===== src/rtl/axi2mem_pkg.sv =====
// Shared types and defaults for the axi2mem TCDM read path.
// tcdm_rd_cmd_t  : one queued read command {add, id, last}.
// tcdm_rd_resp_t : one buffered read response {rdata, id, last}.
// The id field is sized to IdWidthMax; users zero-extend narrower IDs into it.
package axi2mem_pkg;

  localparam int unsigned IdWidthMax       = 16;
  localparam int unsigned CmdDepthDefault  = 4;
  localparam int unsigned RespDepthDefault = 4;

  typedef struct packed {
    logic [31:0]           add;
    logic [IdWidthMax-1:0] id;
    logic                  last;
  } tcdm_rd_cmd_t;

  typedef struct packed {
    logic [31:0]           rdata;
    logic [IdWidthMax-1:0] id;
    logic                  last;
  } tcdm_rd_resp_t;

endpackage


===== src/rtl/axi2mem_buffer.sv =====
// Synchronous FIFO with occupancy output.
// Ports: clk_i/rst_ni (async active-low reset), push_i/data_i/full_o (write side),
// pop_i/data_o/empty_o (read side, data_o shows the head), usage_o (entry count).
// Push while full and pop while empty are ignored; simultaneous push/pop keeps occupancy.
module axi2mem_buffer #(
  parameter int unsigned Width = 32,
  parameter int unsigned Depth = 4,
  localparam int unsigned PtrW = (Depth > 1) ? $clog2(Depth) : 1,
  localparam int unsigned CntW = $clog2(Depth + 1)
) (
  input  logic             clk_i,
  input  logic             rst_ni,
  input  logic             push_i,
  input  logic [Width-1:0] data_i,
  output logic             full_o,
  input  logic             pop_i,
  output logic [Width-1:0] data_o,
  output logic             empty_o,
  output logic [CntW-1:0]  usage_o
);

  logic [Width-1:0] mem_q [Depth];
  logic [Width-1:0] mem_d [Depth];
  logic [PtrW-1:0]  wr_ptr_q, wr_ptr_d, rd_ptr_q, rd_ptr_d;
  logic [CntW-1:0]  cnt_q, cnt_d;
  logic             push_ok, pop_ok;

  assign full_o  = (cnt_q == CntW'(Depth));
  assign empty_o = (cnt_q == '0);
  assign usage_o = cnt_q;
  assign data_o  = mem_q[rd_ptr_q];
  assign push_ok = push_i & ~full_o;
  assign pop_ok  = pop_i & ~empty_o;

  always_comb begin
    mem_d    = mem_q;
    wr_ptr_d = wr_ptr_q;
    rd_ptr_d = rd_ptr_q;
    cnt_d    = cnt_q;
    if (push_ok) begin
      mem_d[wr_ptr_q] = data_i;
      wr_ptr_d = (wr_ptr_q == PtrW'(Depth - 1)) ? '0 : wr_ptr_q + 1'b1;
    end
    if (pop_ok) begin
      rd_ptr_d = (rd_ptr_q == PtrW'(Depth - 1)) ? '0 : rd_ptr_q + 1'b1;
    end
    unique case ({push_ok, pop_ok})
      2'b10:   cnt_d = cnt_q + 1'b1;
      2'b01:   cnt_d = cnt_q - 1'b1;
      default: cnt_d = cnt_q;
    endcase
  end

  always_ff @(posedge clk_i or negedge rst_ni) begin
    if (!rst_ni) begin
      for (int i = 0; i < int'(Depth); i++) mem_q[i] <= '0;
      wr_ptr_q <= '0;
      rd_ptr_q <= '0;
      cnt_q    <= '0;
    end else begin
      mem_q    <= mem_d;
      wr_ptr_q <= wr_ptr_d;
      rd_ptr_q <= rd_ptr_d;
      cnt_q    <= cnt_d;
    end
  end

endmodule


===== src/rtl/axi2mem_tcdm_rd_unit.sv =====
// Two-lane TCDM read unit: queues per-lane read commands, issues them to TCDM under a
// response-credit limit, buffers the 1-cycle-latency responses and merges both lanes
// into one 64-bit beat.
// Ports: trans_* (command push per lane, trans_gnt_o = slot free), tcdm_* (TCDM request
// and read response per lane), data_* (merged beat: data_gnt_o = beat available,
// data_req_i = pop). id/last of the merged beat come from lane 0.
module axi2mem_tcdm_rd_unit
  import axi2mem_pkg::*;
#(
  parameter int unsigned CMD_DEPTH  = CmdDepthDefault,
  parameter int unsigned RESP_DEPTH = RespDepthDefault,
  parameter int unsigned ID_WIDTH   = 6
) (
  input  logic                     clk_i,
  input  logic                     rst_ni,
  input  logic [1:0]               trans_req_i,
  input  logic [1:0][31:0]         trans_add_i,
  input  logic [1:0][ID_WIDTH-1:0] trans_id_i,
  input  logic [1:0]               trans_last_i,
  output logic [1:0]               trans_gnt_o,
  output logic [1:0]               tcdm_req_o,
  output logic [1:0][31:0]         tcdm_add_o,
  output logic [1:0]               tcdm_wen_o,
  output logic [1:0][3:0]          tcdm_be_o,
  input  logic [1:0]               tcdm_gnt_i,
  input  logic [1:0]               tcdm_r_valid_i,
  input  logic [1:0][31:0]         tcdm_r_rdata_i,
  output logic                     data_gnt_o,
  output logic [63:0]              data_dat_o,
  output logic [ID_WIDTH-1:0]      data_id_o,
  output logic                     data_last_o,
  input  logic                     data_req_i
);

  localparam int unsigned CmdCntW  = $clog2(CMD_DEPTH + 1);
  localparam int unsigned RespCntW = $clog2(RESP_DEPTH + 1);

  tcdm_rd_cmd_t  [1:0]               cmd_in, cmd_head;
  tcdm_rd_resp_t [1:0]               resp_in, resp_head;
  logic          [1:0]               cmd_push, cmd_full, cmd_empty, issue, credit_ok;
  logic          [1:0]               resp_push, resp_full, resp_empty;
  logic          [1:0][CmdCntW-1:0]  cmd_usage;
  logic          [1:0][RespCntW-1:0] resp_usage;
  logic          [1:0]               inflight_q, inflight_d;
  logic          [1:0][IdWidthMax-1:0] slot_id_q, slot_id_d;
  logic          [1:0]               slot_last_q, slot_last_d;
  logic                              beat_pop;

  for (genvar l = 0; l < 2; l++) begin : g_lane
    assign cmd_in[l] = '{add: trans_add_i[l], id: IdWidthMax'(trans_id_i[l]),
                         last: trans_last_i[l]};
    assign trans_gnt_o[l] = ~cmd_full[l];
    assign cmd_push[l]    = trans_req_i[l] & ~cmd_full[l];

    // The in-flight read already owns a response slot, so it counts against the credit.
    assign credit_ok[l]  = (32'(resp_usage[l]) + 32'(inflight_q[l])) < 32'(RESP_DEPTH);
    assign tcdm_req_o[l] = ~cmd_empty[l] & credit_ok[l];
    assign tcdm_add_o[l] = cmd_head[l].add;
    assign tcdm_wen_o[l] = 1'b1;
    assign tcdm_be_o[l]  = 4'hF;
    assign issue[l]      = tcdm_req_o[l] & tcdm_gnt_i[l];

    // A response with nothing in flight is dropped.
    assign resp_push[l] = tcdm_r_valid_i[l] & inflight_q[l];
    assign resp_in[l]   = '{rdata: tcdm_r_rdata_i[l], id: slot_id_q[l], last: slot_last_q[l]};

    axi2mem_buffer #(
      .Width ($bits(tcdm_rd_cmd_t)),
      .Depth (CMD_DEPTH)
    ) u_cmd_fifo (
      .clk_i   (clk_i),
      .rst_ni  (rst_ni),
      .push_i  (cmd_push[l]),
      .data_i  (cmd_in[l]),
      .full_o  (cmd_full[l]),
      .pop_i   (issue[l]),
      .data_o  (cmd_head[l]),
      .empty_o (cmd_empty[l]),
      .usage_o (cmd_usage[l])
    );

    axi2mem_buffer #(
      .Width ($bits(tcdm_rd_resp_t)),
      .Depth (RESP_DEPTH)
    ) u_resp_fifo (
      .clk_i   (clk_i),
      .rst_ni  (rst_ni),
      .push_i  (resp_push[l]),
      .data_i  (resp_in[l]),
      .full_o  (resp_full[l]),
      .pop_i   (beat_pop),
      .data_o  (resp_head[l]),
      .empty_o (resp_empty[l]),
      .usage_o (resp_usage[l])
    );

    a_no_stray_rvalid : assert property (@(posedge clk_i) disable iff (!rst_ni)
      tcdm_r_valid_i[l] |-> inflight_q[l])
      else $error("tcdm_r_valid_i[%0d] with no read in flight", l);
  end

  // A new grant refills the slot in the same cycle the previous response drains it.
  always_comb begin
    inflight_d  = inflight_q;
    slot_id_d   = slot_id_q;
    slot_last_d = slot_last_q;
    for (int l = 0; l < 2; l++) begin
      if (issue[l]) begin
        inflight_d[l]  = 1'b1;
        slot_id_d[l]   = cmd_head[l].id;
        slot_last_d[l] = cmd_head[l].last;
      end else if (tcdm_r_valid_i[l]) begin
        inflight_d[l] = 1'b0;
      end
    end
  end

  always_ff @(posedge clk_i or negedge rst_ni) begin
    if (!rst_ni) begin
      inflight_q  <= '0;
      slot_id_q   <= '0;
      slot_last_q <= '0;
    end else begin
      inflight_q  <= inflight_d;
      slot_id_q   <= slot_id_d;
      slot_last_q <= slot_last_d;
    end
  end

  assign data_gnt_o  = ~resp_empty[0] & ~resp_empty[1];
  assign beat_pop    = data_gnt_o & data_req_i;
  assign data_dat_o  = data_gnt_o ? {resp_head[1].rdata, resp_head[0].rdata} : '0;
  assign data_id_o   = data_gnt_o ? resp_head[0].id[ID_WIDTH-1:0] : '0;
  assign data_last_o = data_gnt_o ? resp_head[0].last : 1'b0;

  a_lanes_paired : assert property (@(posedge clk_i) disable iff (!rst_ni)
    data_gnt_o |-> (resp_head[0].id == resp_head[1].id &&
                    resp_head[0].last == resp_head[1].last))
    else $error("merged beat lanes disagree on id/last");

  logic unused_sig;
  assign unused_sig = ^{cmd_usage, resp_full, resp_head[0].id, resp_head[1]};

endmodule


===== config.mk =====
export PLATFORM = sky130hd
export DESIGN_NAME = axi2mem_tcdm_rd_unit
export DESIGN_NICKNAME = d
export VERILOG_FILES = /design/src/rtl/axi2mem_pkg.sv /design/src/rtl/axi2mem_buffer.sv /design/src/rtl/axi2mem_tcdm_rd_unit.sv
export SDC_FILE = /design/constraint.sdc
export NUM_CORES = 1
export LEC_CHECK = 0
export BUFFER_PORTS_ARGS = -buffer_cell sky130_fd_sc_hd__buf_2
export CAP_MARGIN = 20
export CORE_MARGIN = 4
export CORE_UTILIZATION = 45
export CTS_CLUSTER_DIAMETER = 150
export DETAILED_ROUTE_END_ITERATION = 12
export PLACE_DENSITY_LB_ADDON = 0.15
export SYNTH_ARGS = -nofsm -noshare
export SYNTH_HDL_FRONTEND = slang
export SYNTH_HIERARCHICAL = 1
export SYNTH_SLANG_ARGS = --single-unit
export TNS_END_PERCENT = 10

===== constraint.sdc =====
create_clock -name clk_i -period 2.5 [get_ports clk_i]
set_clock_uncertainty 0.05 [all_clocks]
set_input_delay 0.25 -clock clk_i [delete_from_list [all_inputs] [get_ports clk_i]]
set_output_delay 0.25 -clock clk_i [all_outputs]
set_load 0.02 [all_outputs]

==> metrics.csv, run 1 <==
stage,metric,value,unit
drt,viasPerCell,5.27,
floorplan,die-area,64900,um^2
sta,fin_crit,2.45,ns
synthesis,syn-instance-count,1699,
critical_path,path_buf_inv,2,
floorplan,start_util,0.454,
pwr,leakage,14.8,nW
critical_path,slowest_stage,mux4_2,
clock_tree,path_clk_slew,0.06,ns
placed_design,dp_hpwl,37.6,mm
critical_path,cp-end-kind,output pin,
global_route,grt_overflow,0,
clock_tree,cts_tree,built,
cells_and_area,layout.nets,2307,
critical_path,reg2reg_slack,0.13,ns
synthesis,synthesis.area,27400,um^2
hold_path,worstHoldPathType,input pin to flip-flop,
cells_and_area,fillers,4800,
cells_and_area,area_growth,23.8,%
drt,drt-wirelength-per-cell,20.5,um
floorplan,chipWidth,255,um
synthesis,yosys_warnings,6,
drt,dr.pass1.iters,4,
critical_path,path_cells,"clkbuf_16, mux4_2, and2_4, buf_6",
global_route,antenna_found_initial,7,
placed_design,post_dp_cell_area,29900,um^2
sta,setup_viol,0,
sta,max_freq,408,MHz
pwr,peakVddDrop,0.788,mV
critical_path,startpoint_type,flip-flop,
floorplan,rows,90,
cells_and_area,drive_above_1_share,0.568,
sta,fin_crit_sh,0.981,
clock_tree,clockBufferDepth,3,
cells_and_area,fin_area,33900,um^2
sta,rsz0062_at_grt,true,
clock_tree,ctsHtreeMaxLevel,3,
clock_tree,cts_buffers,69,
global_route,grt_use_total,0.191,
critical_path,worstSetupPathType,flip-flop to output pin,
clock_tree,clkSinkCount,605,
run,drv_cap,0,
global_route,grt_pass1_vias,17600,
synthesis,synth.avg_cell_area,16.1,um^2
sta,tightest_slew,0.606,ns
critical_path,cp_top_family,multiplexers,
drt,vias,15600,
placed_design,port_buffers,283,
pwr,power,50.3,mW
critical_path,critPathMaxFanout,8,
pwr,powerDensity,1480,nW/um^2
status,status,finished clean,
drt,drt-total-wl,60.8,mm
clock_tree,clkLatencyLatePin,0.58,ns
placed_design,place_congestion,0.730,
drt,ant_nets,0,
sta,whs,0.134,ns
sta,max-slew-margin-rel,0.596,
global_route,grt_pass1_wl,98.3,mm
sta,hold_viol_final,0,
clock_tree,cts_root_buffer,clkbuf_16,
floorplan,ios,301,
floorplan,core,60400,um^2
critical_path,cp.arrival,2.15,ns
drt,drt_iter0_drc,569,
sta,drv_slew,0,
floorplan,die_h,255,um
critical_path,cpPeakStageDelay,0.53,ns
drt,drcViolationCount,0,
critical_path,cp_data_required_time,2.20,ns
global_route,grt_max_degree,109,
## registers in the layout (all words and copies together) (netlist names)
name / flops
g_lane.u_cmd_fifo/rd_ptr_q: 4
g_lane.u_resp_fifo/usage_o: 6
g_lane.u_resp_fifo/wr_ptr_q: 4
g_lane.u_cmd_fifo/usage_o: 6
resp_in: 6
inflight_q: 2
g_lane.u_resp_fifo/rd_ptr_q: 4
g_lane.u_cmd_fifo/wr_ptr_q: 4
g_lane.u_resp_fifo/mem_q: 284
slot_last_q: 1
g_lane.u_cmd_fifo/mem_q: 284
## stage by stage
step            util  TNS, ns  instances  setup slack (ns)
3_3_place_gp   0.495        0       2695             0.141
4_1_cts        0.560   -0.188       2960           -0.0323
6_report       0.562        0       2966            0.0484
3_5_place_dp   0.495        0       2695             0.101
2_1_floorplan      -        0       1708           0.00654
5_1_grt        0.562    -1.14       2963           -0.0465
## layout make-up
type,instances,area [um^2],share of cell area
inverter,30,113,0.00332
clock buffer,96,2010,0.0592
antenna,4,10.0,0.000295
tap,782,978,0.0288
sequential,605,15100,0.446
timing repair buffer,492,3870,0.114
multi-input combinational,930,11400,0.336
clock inverter,27,402,0.0118
## cells in the final DEF, fill, tap and decap left out, drive strengths merged
cell type	n
nor3	4
mux2	591
and2	74
o21ai	2
dlygate4sd3	140
nor3b	4
bufinv	9
diode	4
buf	350
ha	24
clkbuf	98
nor2b	2
conb	10
mux2i	4
xnor2	4
mux4	142
dfrtp	605
nand2b	8
inv	33
nor2	29
a311oi	2
fa	4
clkinvlp	3
xor2	8
nand2	18
clkinv	12
## where the power goes
part           internal, mW  switching, mW  total (mW)  leakage, nW
Combinational          12.1           10.3        22.4         6.32
Clock                  6.56           4.02        10.6         1.18
Sequential             14.8           2.61        17.4         7.28
Total                  33.4           16.9        50.3         14.8
## worst paths after layout
| kind | startpoint | endpoint | depth (start not counted) |
|---|---|---|---|
| worst max-delay path | g_lane[1].u_resp_fifo/rd_ptr_q[0] | data_dat_o[42] | 4 |
| worst min-delay path | tcdm_gnt_i[0] | resp_in[1] | 4 |
| min in group asynchronous | rst_ni | g_lane[0].u_resp_fifo/mem_q[179] | 2 |
| max in group asynchronous | rst_ni | g_lane[0].u_cmd_fifo/mem_q[191] | 3 |
| worst min register to register | g_lane[1].u_cmd_fifo/usage_o[2] | g_lane[1].u_cmd_fifo/usage_o[2] | 1 |
| worst max register to register | g_lane[0].u_cmd_fifo/usage_o[2] | g_lane[0].u_cmd_fifo/usage_o[2] | 13 |
## tightest hold or removal path, delay by kind of cell
kind	cells	cell delay [ns]
buffers and inverters	2	0.27
muxes	1	0.16
and+or+nand+nor	1	0.05
## repair_timing
action,in CTS,in global routing
endpoints found under the hold margin,721,0
setup endpoints to repair,72,50
cloned,1,2
setup buffers,1,0
hold buffers,140,0
resized for setup,11,37
## per-layer routing
| layer | wire length (um) | share of wire | vias up | track usage |
|---|---|---|---|---|
| met3 | 3240 | 0.053 | 90 | 0.0493 |
| met1 | 25700 | 0.42 | 8296 | 0.250 |
| met5 | 28 | 0.00046 | - | 0 |
| met2 | 30700 | 0.50 | 253 | 0.327 |
| met4 | 1180 | 0.019 | 6 | 0.0419 |
| li1 | - | - | 6993 | - |
(Power assumes the default switching activity.)
==> run 2, diff against run 1 <==
--- a/config.mk
+++ b/config.mk
@@ -12,6 +12,7 @@
 export CTS_CLUSTER_DIAMETER = 150
 export DETAILED_ROUTE_END_ITERATION = 12
 export PLACE_DENSITY_LB_ADDON = 0.15
+export SETUP_SLACK_MARGIN = 0.3
 export SYNTH_ARGS = -nofsm -noshare
 export SYNTH_HDL_FRONTEND = slang
 export SYNTH_HIERARCHICAL = 1
==> metrics.csv, run 2 (same netlist as run 1, synthesis figures left out) <==
stage,metric,value,unit,change
critical_path,worstSetupPathType,flip-flop to output pin,,unchanged
cells_and_area,drive_above_1_share,0.582,,was 0.568
critical_path,startpoint_type,flip-flop,,unchanged
pwr,power.share.sequential,0.326,,was 0.346
drt,dr.pass1.iters,4,,unchanged
cells_and_area,layout_common_cells,"mux2_2, dfrtp_1, buf_2",,"was dfrtp_1, mux2_2, buf_2"
clock_tree,cts_tree,built,,unchanged
pwr,clkPwrFrac,0.205,,was 0.210
drt,vias,15700,,was 15600
pwr,powerDensity,1530,nW/um^2,was 1480 nW/um^2
floorplan,die_h,255,um,unchanged
cells_and_area,fillers,4731,,was 4800
pwr,leakage,15.1,nW,was 14.8 nW
critical_path,cp-end-kind,output pin,,unchanged
cells_and_area,reg_top3,"g_lane.u_cmd_fifo/mem_q: 284 flops, g_lane.u_resp_fifo/mem_q: 284 flops",,unchanged
sta,whs,0.0755,ns,was 0.134 ns
global_route,grt_use_total,0.194,,was 0.191
cells_and_area,layout.cells.most_common,mux2_2,,was dfrtp_1
floorplan,die-area,64900,um^2,unchanged
cells_and_area,area_growth,28.0,%,was 23.8%
critical_path,critPathMaxFanout,8,,unchanged
placed_design,port_buffers,283,,unchanged
drt,drt_iter0_drc,732,,was 569
clock_tree,clkLatencyLatePin,0.59,ns,was 0.58 ns
sta,fin_crit,2.44,ns,was 2.45 ns
cells_and_area,multi_input_area,11500,um^2,was 11400 um^2
cells_and_area,ff_latch_area,15200,um^2,was 15100 um^2
drt,drt-total-wl,61.8,mm,was 60.8 mm
clock_tree,ctsHtreeMaxLevel,3,,unchanged
pwr,comb_power_share,0.469,,was 0.444
hold_path,worstHoldPathType,input pin to flip-flop,,unchanged
clock_tree,path_clk_slew,0.06,ns,about the same
sta,drv_slew,0,,unchanged
sta,fin_crit_sh,0.975,,was 0.981
global_route,grt_max_degree,84,,was 109
sta,setup_viol,0,,unchanged
status,status,finished clean,,unchanged
critical_path,cp_data_required_time,2.20,ns,about the same
global_route,grt_pass1_wl,99.4,mm,was 98.3 mm
global_route,grt_pass1_vias,17700,,was 17600
sta,rsz0062_at_grt,true,,unchanged
sta,hold_viol_final,0,,unchanged
global_route,grt_overflow,0,,unchanged
floorplan,chipWidth,255,um,unchanged
clock_tree,cts_buffers,70,,was 69
placed_design,dpl.cell_count,2687,,was 2695
clock_tree,clockBufferDepth,3,,unchanged
drt,ant_nets,0,,unchanged
placed_design,dp_hpwl,37.3,mm,was 37.6 mm
drt,viasPerCell,5.26,,was 5.27
global_route,antenna_found_initial,8,,was 7
clock_tree,clkSinkCount,605,,unchanged
pwr,internal_power,36.1,mW,was 33.4 mW
cells_and_area,layout.nets,2320,,was 2307
placed_design,place_congestion,0.732,,was 0.730
floorplan,core,60400,um^2,unchanged
run,drv_cap,0,,unchanged
sta,max_freq,410,MHz,was 408 MHz
cells_and_area,stdcell_count,2979,,was 2966
drt,drt-wirelength-per-cell,20.8,um,was 20.5 um
floorplan,rows,90,,unchanged
pwr,p_sw,17.5,mW,was 16.9 mW
pwr,swShare,0.326,,was 0.336
critical_path,cp.arrival,2.14,ns,was 2.15 ns
floorplan,start_util,0.454,,unchanged
floorplan,ios,301,,unchanged
sta,tns,0,ns,unchanged
clock_tree,cts_root_buffer,clkbuf_16,,unchanged
pwr,peakVddDrop,0.825,mV,was 0.788 mV
drt,drcViolationCount,0,,unchanged
==> run 2: cell count changes in the layout (fill, tap and decap cells not counted), moves of 5 or more <==
cell,previous run,this run
inv_1,30,25
and2_1,65,73
buf_6,10,88
dfrtp_1,598,588
buf_12,30,44
buf_4,45,66
and2_4,9,1
dfrtp_2,7,16
buf_2,262,155
==> run 2: final timing paths <==
check	cells past startpoint	from	end	slack, ns
setup / recovery	5	g_lane[0].u_resp_fifo/rd_ptr_q[0]	data_dat_o[30]	0.06
hold / removal	3	tcdm_gnt_i[0]	resp_in[5]	0.08
setup reg to reg	11	g_lane[0].u_resp_fifo/usage_o[0]	g_lane[0].u_cmd_fifo/usage_o[2]	0.21
hold reg to reg	1	g_lane[0].u_cmd_fifo/mem_q[147]	g_lane[0].u_cmd_fifo/mem_q[147]	0.43
max in group asynchronous	4	rst_ni	g_lane[1].u_resp_fifo/mem_q[20]	1.43
min in group asynchronous	2	rst_ni	g_lane[1].u_cmd_fifo/mem_q[127]	0.12
==> run 2: power groups by stage <==
| stage | sequential (mW) | clock, mW | combinational [mW] |
|---|---|---|---|
| global placement | 17.2 | 0 | 21.4 |
| global route | 18.1 | 11.7 | 27.0 |
| floorplan | 16.6 | 0 | 16.3 |
| CTS | 17.5 | 11.3 | 25.0 |
| finish | 17.4 | 11.0 | 25.1 |
| detailed placement | 17.6 | 0 | 21.9 |
==> run 2: per-layer routing <==
metal	track usage	routed length [um]	vias up	share of wire
met3	0.0420	2690	106	0.043
met5	0	48	-	0.00078
li1	-	-	7005	-
met4	0.0561	1440	8	0.023
met1	0.257	26500	8305	0.43
met2	0.327	31200	254	0.50
==> run 2: timing repair <==
action                                  CTS  global route
endpoints found under the setup margin  143           143
setup buffers                             8             7
endpoints found under the hold margin   881             0
pin swaps                                11            21
resized for setup                       229            38
gates cloned                              6             3
hold buffers                            140             0
==> run 2: through the flow <==
stage	utilization	setup slack (ns)	instance area (um^2)	power (mW)
6_report	0.581	0.0637	35100	53.5
5_1_grt	0.581	-0.0197	35100	56.8
4_1_cts	0.577	-0.00713	34800	53.8
3_5_place_dp	0.496	0.210	30000	39.4
3_3_place_gp	0.496	0.214	30000	38.7
2_1_floorplan	-	0.140	27500	32.9
==> run 2: area by class of cell <==
class,instances,share of cell area
antenna,3,0.000214
clock buffer,100,0.0601
clock inverter,25,0.0117
inverter,30,0.00328
multi-input combinational,930,0.328
sequential,605,0.432
tap,782,0.0279
timing repair buffer,504,0.137
==> run 2: worst max-delay path, stage by stage (launching register included) <==
cell and delay [ns]:
dfrtp_2 0.42, buf_12 0.15, buf_12 0.15, mux4_2 0.51, and2_1 0.16, buf_2 0.15
